File: config.mk
export PLATFORM = sky130hd
export DESIGN_NAME = uart_tx_arbiter_flat
export DESIGN_NICKNAME = d
export VERILOG_FILES = /design/src/rtl/uart_tx_arbiter_if.sv /design/src/rtl/uart_tx_arbiter.sv /design/src/flat_wrapper.sv
export SDC_FILE = /design/constraint.sdc
export NUM_CORES = 1
export LEC_CHECK = 0
export CAP_MARGIN = 20
export CORE_AREA = 2 2 96 98
export CTS_CLUSTER_DIAMETER = 200
export DETAILED_ROUTE_END_ITERATION = 8
export DIE_AREA = 0 0 98 100
export PLACE_DENSITY = 0.77
export SYNTH_ARGS = -nofsm -noshare
export SYNTH_HDL_FRONTEND = slang
export SYNTH_SLANG_ARGS = --single-unit
File: constraint.sdc
create_clock -name clk -period 3.09 [get_ports clk]
set_input_delay 0.309 -clock clk [delete_from_list [all_inputs] [get_ports clk]]
set_output_delay 0.309 -clock clk [all_outputs]
set_load 0.05 [all_outputs]
File: src/rtl/uart_tx_arbiter_if.sv
// Request and UART-side signal bundle for uart_tx_arbiter.
// The slave modport is the arbiter; the master modport is the requesters plus the UART.
interface uart_tx_arbiter_if #(
  parameter int NUM_REQ = 3,
  parameter int MSG_W   = 40,
  parameter int DROP_W  = 8
);
  logic [NUM_REQ-1:0]       req_valid;
  logic [NUM_REQ*MSG_W-1:0] req_msg;
  logic [NUM_REQ-1:0]       req_err;
  logic [NUM_REQ-1:0]       req_ack;
  logic                     uart_out_ready;
  logic [MSG_W-1:0]         uart_out_msg;
  logic                     uart_out_req;
  logic                     halted;
  logic [DROP_W-1:0]        drop_count;

  modport master (
    output req_valid, req_msg, req_err, uart_out_ready,
    input  req_ack, uart_out_msg, uart_out_req, halted, drop_count
  );

  modport slave (
    input  req_valid, req_msg, req_err, uart_out_ready,
    output req_ack, uart_out_msg, uart_out_req, halted, drop_count
  );
endinterface

File: src/rtl/uart_tx_arbiter.sv
// Shares one UART message path among NUM_REQ sources. Error messages win arbitration.
// The first error message that is sent freezes the path in HALT, where later messages are dropped.
module uart_tx_arbiter #(
  parameter int NUM_REQ = 3,
  parameter int MSG_W   = 40,
  parameter int DROP_W  = 8
) (
  input logic              clk,
  input logic              reset,
  uart_tx_arbiter_if.slave bus
);
  localparam int PTR_W = $clog2(NUM_REQ);

  typedef enum logic [1:0] {IDLE = 2'd0, SEND = 2'd1, HALT = 2'd2} state_e;

  state_e             state_q, state_d;
  logic [PTR_W-1:0]   last_grant_q, last_grant_d;
  logic               cur_err_q, cur_err_d;
  logic [MSG_W-1:0]   msg_q, msg_d;
  logic [DROP_W-1:0]  drop_q, drop_d;

  logic               err_found_s, rr_found_s, low_found_s, win_found_s;
  logic [PTR_W-1:0]   err_idx_s, rr_idx_s, low_idx_s, win_idx_s;
  int                 rr_pos_s;
  logic [NUM_REQ-1:0] ack_s;
  logic               out_req_s;

  // Descending loops let the lowest index (or nearest round-robin slot) overwrite earlier hits.
  always_comb begin
    err_found_s = 1'b0;
    err_idx_s   = '0;
    low_found_s = 1'b0;
    low_idx_s   = '0;
    rr_found_s  = 1'b0;
    rr_idx_s    = '0;
    rr_pos_s    = 0;
    for (int i = NUM_REQ - 1; i >= 0; i--) begin
      err_found_s = err_found_s | (bus.req_valid[i] & bus.req_err[i]);
      err_idx_s   = (bus.req_valid[i] & bus.req_err[i]) ? PTR_W'(i) : err_idx_s;
      low_found_s = low_found_s | bus.req_valid[i];
      low_idx_s   = bus.req_valid[i] ? PTR_W'(i) : low_idx_s;
    end
    for (int k = NUM_REQ; k >= 1; k--) begin
      rr_pos_s   = (int'(last_grant_q) + k) % NUM_REQ;
      rr_found_s = rr_found_s | bus.req_valid[rr_pos_s];
      rr_idx_s   = bus.req_valid[rr_pos_s] ? PTR_W'(rr_pos_s) : rr_idx_s;
    end
    win_found_s = err_found_s | rr_found_s;
    win_idx_s   = err_found_s ? err_idx_s : rr_idx_s;
  end

  // State and datapath registers; reset outranks every other input.
  always_ff @(posedge clk) begin
    if (reset) begin
      state_q      <= IDLE;
      last_grant_q <= PTR_W'(NUM_REQ - 1);
      cur_err_q    <= 1'b0;
      msg_q        <= '0;
      drop_q       <= '0;
    end else begin
      state_q      <= state_d;
      last_grant_q <= last_grant_d;
      cur_err_q    <= cur_err_d;
      msg_q        <= msg_d;
      drop_q       <= drop_d;
    end
  end

  // Next-state logic: capture in IDLE, wait for ready in SEND, count drops in HALT.
  always_comb begin
    state_d      = state_q;
    last_grant_d = last_grant_q;
    cur_err_d    = cur_err_q;
    msg_d        = msg_q;
    drop_d       = drop_q;
    case (state_q)
      IDLE: begin
        if (win_found_s) begin
          state_d      = SEND;
          last_grant_d = win_idx_s;
          cur_err_d    = bus.req_err[win_idx_s];
          msg_d        = bus.req_msg[int'(win_idx_s)*MSG_W +: MSG_W];
        end else begin
          state_d = IDLE;
        end
      end
      SEND: begin
        if (bus.uart_out_ready) begin
          state_d = cur_err_q ? HALT : IDLE;
        end else begin
          state_d = SEND;
        end
      end
      HALT: begin
        if (low_found_s && (drop_q != {DROP_W{1'b1}})) begin
          drop_d = drop_q + DROP_W'(1);
        end else begin
          drop_d = drop_q;
        end
      end
      default: state_d = IDLE;
    endcase
  end

  // Output decode: acks in IDLE/HALT, send strobe follows ready in SEND.
  always_comb begin
    ack_s     = '0;
    out_req_s = 1'b0;
    case (state_q)
      IDLE:    ack_s = win_found_s ? ({{(NUM_REQ-1){1'b0}}, 1'b1} << win_idx_s) : '0;
      SEND:    out_req_s = bus.uart_out_ready;
      HALT:    ack_s = low_found_s ? ({{(NUM_REQ-1){1'b0}}, 1'b1} << low_idx_s) : '0;
      default: ack_s = '0;
    endcase
  end

  assign bus.req_ack      = reset ? '0 : ack_s;
  assign bus.uart_out_req = reset ? 1'b0 : out_req_s;
  assign bus.uart_out_msg = msg_q;
  assign bus.halted       = (state_q == HALT);
  assign bus.drop_count   = drop_q;
endmodule
File: src/flat_wrapper.sv
// flat-port wrapper written by rule: the top's interface ports become plain ports
module uart_tx_arbiter_flat 
#(
  parameter int NUM_REQ = 3,
  parameter int MSG_W   = 40,
  parameter int DROP_W  = 8
)
  (clk, reset, bus_req_valid, bus_req_msg, bus_req_err, bus_uart_out_ready, bus_req_ack, bus_uart_out_msg, bus_uart_out_req, bus_halted, bus_drop_count);
  uart_tx_arbiter_if #(.NUM_REQ(NUM_REQ), .MSG_W(MSG_W), .DROP_W(DROP_W)) bus_i ();
  input logic clk;
  input logic reset;
  input wire logic [$bits(bus_i.req_valid)-1:0] bus_req_valid;
  input wire logic [$bits(bus_i.req_msg)-1:0] bus_req_msg;
  input wire logic [$bits(bus_i.req_err)-1:0] bus_req_err;
  input wire logic [$bits(bus_i.uart_out_ready)-1:0] bus_uart_out_ready;
  output wire logic [$bits(bus_i.req_ack)-1:0] bus_req_ack;
  output wire logic [$bits(bus_i.uart_out_msg)-1:0] bus_uart_out_msg;
  output wire logic [$bits(bus_i.uart_out_req)-1:0] bus_uart_out_req;
  output wire logic [$bits(bus_i.halted)-1:0] bus_halted;
  output wire logic [$bits(bus_i.drop_count)-1:0] bus_drop_count;
  assign bus_i.req_valid = bus_req_valid;
  assign bus_i.req_msg = bus_req_msg;
  assign bus_i.req_err = bus_req_err;
  assign bus_i.uart_out_ready = bus_uart_out_ready;
  assign bus_req_ack = bus_i.req_ack;
  assign bus_uart_out_msg = bus_i.uart_out_msg;
  assign bus_uart_out_req = bus_i.uart_out_req;
  assign bus_halted = bus_i.halted;
  assign bus_drop_count = bus_i.drop_count;
  uart_tx_arbiter #(.NUM_REQ(NUM_REQ), .MSG_W(MSG_W), .DROP_W(DROP_W)) u_core (.clk(clk), .reset(reset), .bus(bus_i));
endmodule
==> reports/metrics.yaml, run 1 <==
grt_pass1_vias: 3276
switching_share_pct: 41.0
firstDrtPassIters: 4
antenna_found_initial: 0
finalCriticalPeriod_ps: 2870
tightest_slew_ps: 683
grt_usage_pct: 19.5
routed_wl_um: 9990
finalSetupTns_ps: 0
htree_levels: 2
cts_tree: "yes"
slowest_delay_ps: 430
place_hpwl_um: 7530
ant_nets: 0
intPower_mw: 1.62
path_buf_inv: 2
path_clk_slew_ps: 100
nets: 642
timing.rr.start: "u_core.last_grant_q[0]"
synth_area_per_cell_um2: 10.0
whs_endpoint: "u_core.state_q[1]"
ios: 182
worstSetupStartpoint: "u_core.last_grant_q[0]"
start_util_pct: 38.6
hold_start: "u_core.cur_err_q"
cts_setup_buffers: 0
grt_setup_unrepaired: "no"
utilization_pct: 60.5
pre_cts_ws_ps: 243
clkSinkCount: 53
yosysSeqAreaShare_pct: 30.9
grt_pass1_wl_um: 15800
area_growth_pct: 56.9
pwr-share-comb_pct: 50.8
synth_nets: 477
synthArstFlopShare_pct: 0
cts_buffers: 5
fin_crit_sh_pct: 92.8
drv_slew: 0
synth_cells: 343
path_depth: 8
use_met3_pct: 6.62
vias: 3340
cts_max_path_buffers: 2
end_kind: "output pin"
dieArea_mm2: 0.00980
relSlewSlack_pct: 54.2
rrSetupSlack_ps: 410
overflow: 0
setup_violations: 0
fp-row-count: 35
worstPathMaxFanout: 10
worstHoldPathType: "reg -> reg"
min_path_cells: 1
clock.fmax_mhz: 349
required_ps: 2780
crit_type: "reg -> out"
vias_per_cell: 5.39
r2r-end: "u_core.bus.uart_out_msg[0]"
die_height_um: 100
path_cells: "inv_1 > ha_2 > nor2b_1 > o31ai_4 > a311oi_4 > nand2_1 > a21boi_1 > buf_12"
drcViolationCount: 0
fill_cells: 765
cp_slowest_cell: "ha_2"
ys.flop_type: "dfxtp_1"
avgRoutedWirePerCell_um: 16.1
synth_edf_count: 0
power_frac_seq_pct: 31.0
first_iter_violations: 69
critPathTopFamily: "compound AO/OA/AOI/OAI gates"
grt_use_met2_pct: 33.3
cts_resized: 0
p_per_area_mw_per_mm2: 512
grt-busiest-layer: "met2"
core_mm2: 0.00889
die_x_um: 98
ir_drop_uv: 241
antenna_cells: 0
synth_cell_types: 48
fin_worst_skew_ps: 7.51
drive_gt1_share_pct: 14.9
gp_congestion: 0.930
globalRouteMet1Util_pct: 23.5
ys_ff_latch: 53
io_buffers: 181
status: "completed"
hold_viol_final: 0
cts-root-buf: "clkbuf_8"
grt_max_degree: 76
r2r_cells: 8
cts_hold_buf: 0
final.setup.worst_slack_ps: 222
startpoint_type: "flop"
pwr-share-clk_pct: 18.2
clk_latency_ps: 300
worstPathArrival_ps: 2560
netlist_area_mm2: 0.00343
max_cap_violations: 0
yosys_warnings: 0
p_sw_mw: 1.13
p_leak_nw: 2.00
## worst max-delay path by stage
stage,slack [ps],endpoint
6_report,220,bus_req_ack[2]
5_1_grt,60,bus_req_ack[0]
4_1_cts,160,bus_req_ack[2]
3_5_place_dp,240,u_core.bus.uart_out_msg[22]
3_3_place_gp,340,u_core.bus.uart_out_msg[22]
2_1_floorplan,230,bus_req_ack[0]
## layer usage
metal	vias up	part of all wire, %
met5	-	0
met4	0	2.2
met3	20	8.8
met2	138	48
met1	1528	41
li1	1654	-
## logic make-up (layout without fill, tap and decap cells)
family / Yosys count / count (layout) / share of synthesized area [%]
compound gates: 69 / 69 / 25.5
mux: 44 / 44 / 12.8
buf+inv: 38 / 204 / 8.14
simple gates: 129 / 129 / 19.5
xor+xnor: 5 / 5 / 1.28
fa+ha+maj: 5 / 5 / 1.82
flops: 53 / 53 / 30.9
## placed cells by master, fill, tap and decap left out, types with 5 or more instances in the layout
| cell | count |
|---|---|
| nand4_1 | 41 |
| nand3_1 | 5 |
| clkdlybuf4s50_1 | 178 |
| clkbuf_8 | 6 |
| buf_4 | 10 |
| nor2_1 | 9 |
| mux2i_1 | 44 |
| dfxtp_1 | 53 |
| nand3b_1 | 5 |
| nor2b_1 | 5 |
| o221ai_2 | 40 |
| nand2_1 | 48 |
## sequential cells by signal, summed over array words and instances, names as in the netlist
register                 flops
u_core.bus.uart_out_msg     40
u_core.bus.drop_count        8
u_core.last_grant_q          2
u_core.state_q               2
u_core.cur_err_q             1
## Yosys cell counts (all sizes together) (2+ instances only)
library cell	n	area share [%]
xnor2	4	1.0
dlygate4sd3	2	0.58
nand4	41	7.5
nand3b	5	1.1
ha	5	1.8
a21oi	4	0.58
nand3	6	1.0
inv	4	0.44
clkbuf	11	1.3
nor2	9	0.98
nand2	48	5.3
o211ai	2	0.44
o21ai	4	0.58
or3	3	0.58
a21boi	3	0.66
dfxtp	53	31
nor2b	5	0.91
mux2i	44	13
buf	21	5.8
and2b	2	0.47
nor3	5	0.73
nand2b	3	0.55
a21o	3	0.69
o221ai	40	18
## final cells by class
cell class              count  area (um^2)  area share, %
clock buffers               6         82.6           1.53
flip-flops and latches     53         1060           19.7
inverters                   4         15.0          0.279
well taps                 111          139           2.58
multi-input cells         252         2110           39.2
clock inverters             2         37.5          0.698
repair buffers            192         1940           36.0
## power groups by stage
| stage | Sequential (mW) | Combinational [mW] | Clock, mW |
|---|---|---|---|
| 3_5_place_dp | 0.870 | 1.41 | 0 |
| 5_1_grt | 0.868 | 1.48 | 0.542 |
| 6_report | 0.853 | 1.40 | 0.501 |
| 4_1_cts | 0.854 | 1.41 | 0.516 |
| 2_1_floorplan | 1.22 | 0.609 | 0 |
| 3_3_place_gp | 0.865 | 1.39 | 0 |
## through the flow
step           area [um^2]  std cells  hold WS, ps  total power [mW]
5_1_grt               5380        620          517              2.89
4_1_cts               5380        620          477              2.78
2_1_floorplan         3430        343          434              1.83
3_3_place_gp          5260        612          447              2.25
3_5_place_dp          5260        612          452              2.27
6_report              5380        620          478              2.75
No activity file was read; power rests on OpenSTA's default activity.
==> run 2, diff against run 1 <==
--- a/config.mk
+++ b/config.mk
@@ -6,10 +6,10 @@
 export NUM_CORES = 1
 export LEC_CHECK = 0
 export CAP_MARGIN = 20
-export CORE_AREA = 2 2 96 98
+export CORE_AREA = 2 2 107 88
 export CTS_CLUSTER_DIAMETER = 200
 export DETAILED_ROUTE_END_ITERATION = 8
-export DIE_AREA = 0 0 98 100
+export DIE_AREA = 0 0 109 90
 export PLACE_DENSITY = 0.77
 export SYNTH_ARGS = -nofsm -noshare
 export SYNTH_HDL_FRONTEND = slang
==> reports/metrics.yaml, run 2 (same netlist as run 1, synthesis figures left out) <==
p_leak_nw: 1.99
cts_tree: "yes"
status: "completed"
pre_cts_ws_ps: 170
max_cap_violations: 0
dieArea_mm2: 0.00981
cts_setup_buffers: 0
worstHoldPathType: "reg -> reg"
final_common_cell: "clkdlybuf4s50_1"
overflow: 0
htree_levels: 2
startpoint_type: "flop"
relSlewSlack_pct: 50.9
grt_pass1_vias: 3238
setup_violations: 0
firstDrtPassIters: 4
finalCriticalPeriod_ps: 2860
ios: 182
start_util_pct: 39.0
tightest_slew_ps: 733
cts_hold_buf: 0
clock.fmax_mhz: 349
fin_crit_sh_pct: 92.6
required_ps: 2780
grt_pass1_wl_um: 16000
fp-row-count: 31
cts-root-buf: "clkbuf_8"
vias: 3356
nets: 641
power_mw: 2.67
ir_drop_uv: 245
cts_max_path_buffers: 2
area_growth_pct: 56.1
routed_wl_um: 10200
core_mm2: 0.00880
grt_setup_unrepaired: "no"
end_kind: "output pin"
gp_congestion: 0.776
finalSetupTns_ps: 0
clkSinkCount: 53
grt_max_degree: 53
die_height_um: 90
final.setup.worst_slack_ps: 228
hold_viol_final: 0
drive_gt1_share_pct: 14.8
first_iter_violations: 124
worstPathArrival_ps: 2550
clk_latency_ps: 300
drcViolationCount: 0
drv_slew: 0
path_clk_slew_ps: 100
largest_reg_flops: 40
fin_worst_skew_ps: 5.74
final_cell_mix: "178 x clkdlybuf4s50_1, 53 x dfxtp_1, 48 x nand2_1"
antenna_found_initial: 0
die_x_um: 109
grt_usage_pct: 20.3
avgRoutedWirePerCell_um: 16.4
cts_buffers: 5
cts_resized: 0
io_buffers: 181
dp_cells: 615
ant_nets: 0
vias_per_cell: 5.39
worstPathMaxFanout: 10
fin_cells: 623
p_per_area_mw_per_mm2: 499
place_hpwl_um: 7620
antenna_cells: 0
crit_type: "reg -> out"
utilization_pct: 60.8
==> run 2: critical path: stages (launching register included) <==
cell and delay (ps):
dfxtp_1 400, inv_1 90, ha_2 430, nor2b_1 240, o31ai_4 130, a311oi_4 360, nand2_1 160, a21boi_1 250
buf_12 170
==> run 2: path summary, 6_finish.rpt <==
kind	from	end	slack (ps)	cells after the start
min	u_core.cur_err_q	u_core.state_q[1]	470	1
min reg2reg	u_core.cur_err_q	u_core.state_q[1]	470	1
max	u_core.last_grant_q[0]	bus_req_ack[2]	230	8
max reg2reg	u_core.last_grant_q[0]	u_core.bus.uart_out_msg[20]	280	9
==> run 2: per-layer routing <==
metal | GRT usage, % | part of all wire, %
met1 | 24.8 | 41
met2 | 34.3 | 48
met3 | 5.73 | 9.4
met4 | 5.66 | 1.5
met5 | 0 | 0
==> run 2: metrics by stage <==
stage / instance area, um^2 / hold WS (ps)
final: 5350 / 475
after global routing: 5350 / 508
after CTS: 5350 / 474
after detailed placement: 5260 / 450
after global placement: 5260 / 446
after floorplan: 3430 / 434
==> run 2: cell type report <==
cell class,instances,area (um^2)
clock buffer,6,82.6
clock inverter,2,13.8
fill,789,3450
inverter,4,15.0
multi-input combinational,252,2110
sequential,53,1060
tap,115,144
timing repair buffer,191,1930
==> run 2: power breakdown <==
group / internal (mW) / switching [mW] / total, mW
combinational: 0.565 / 0.838 / 1.40
sequential: 0.794 / 0.0592 / 0.853
clock: 0.182 / 0.234 / 0.416
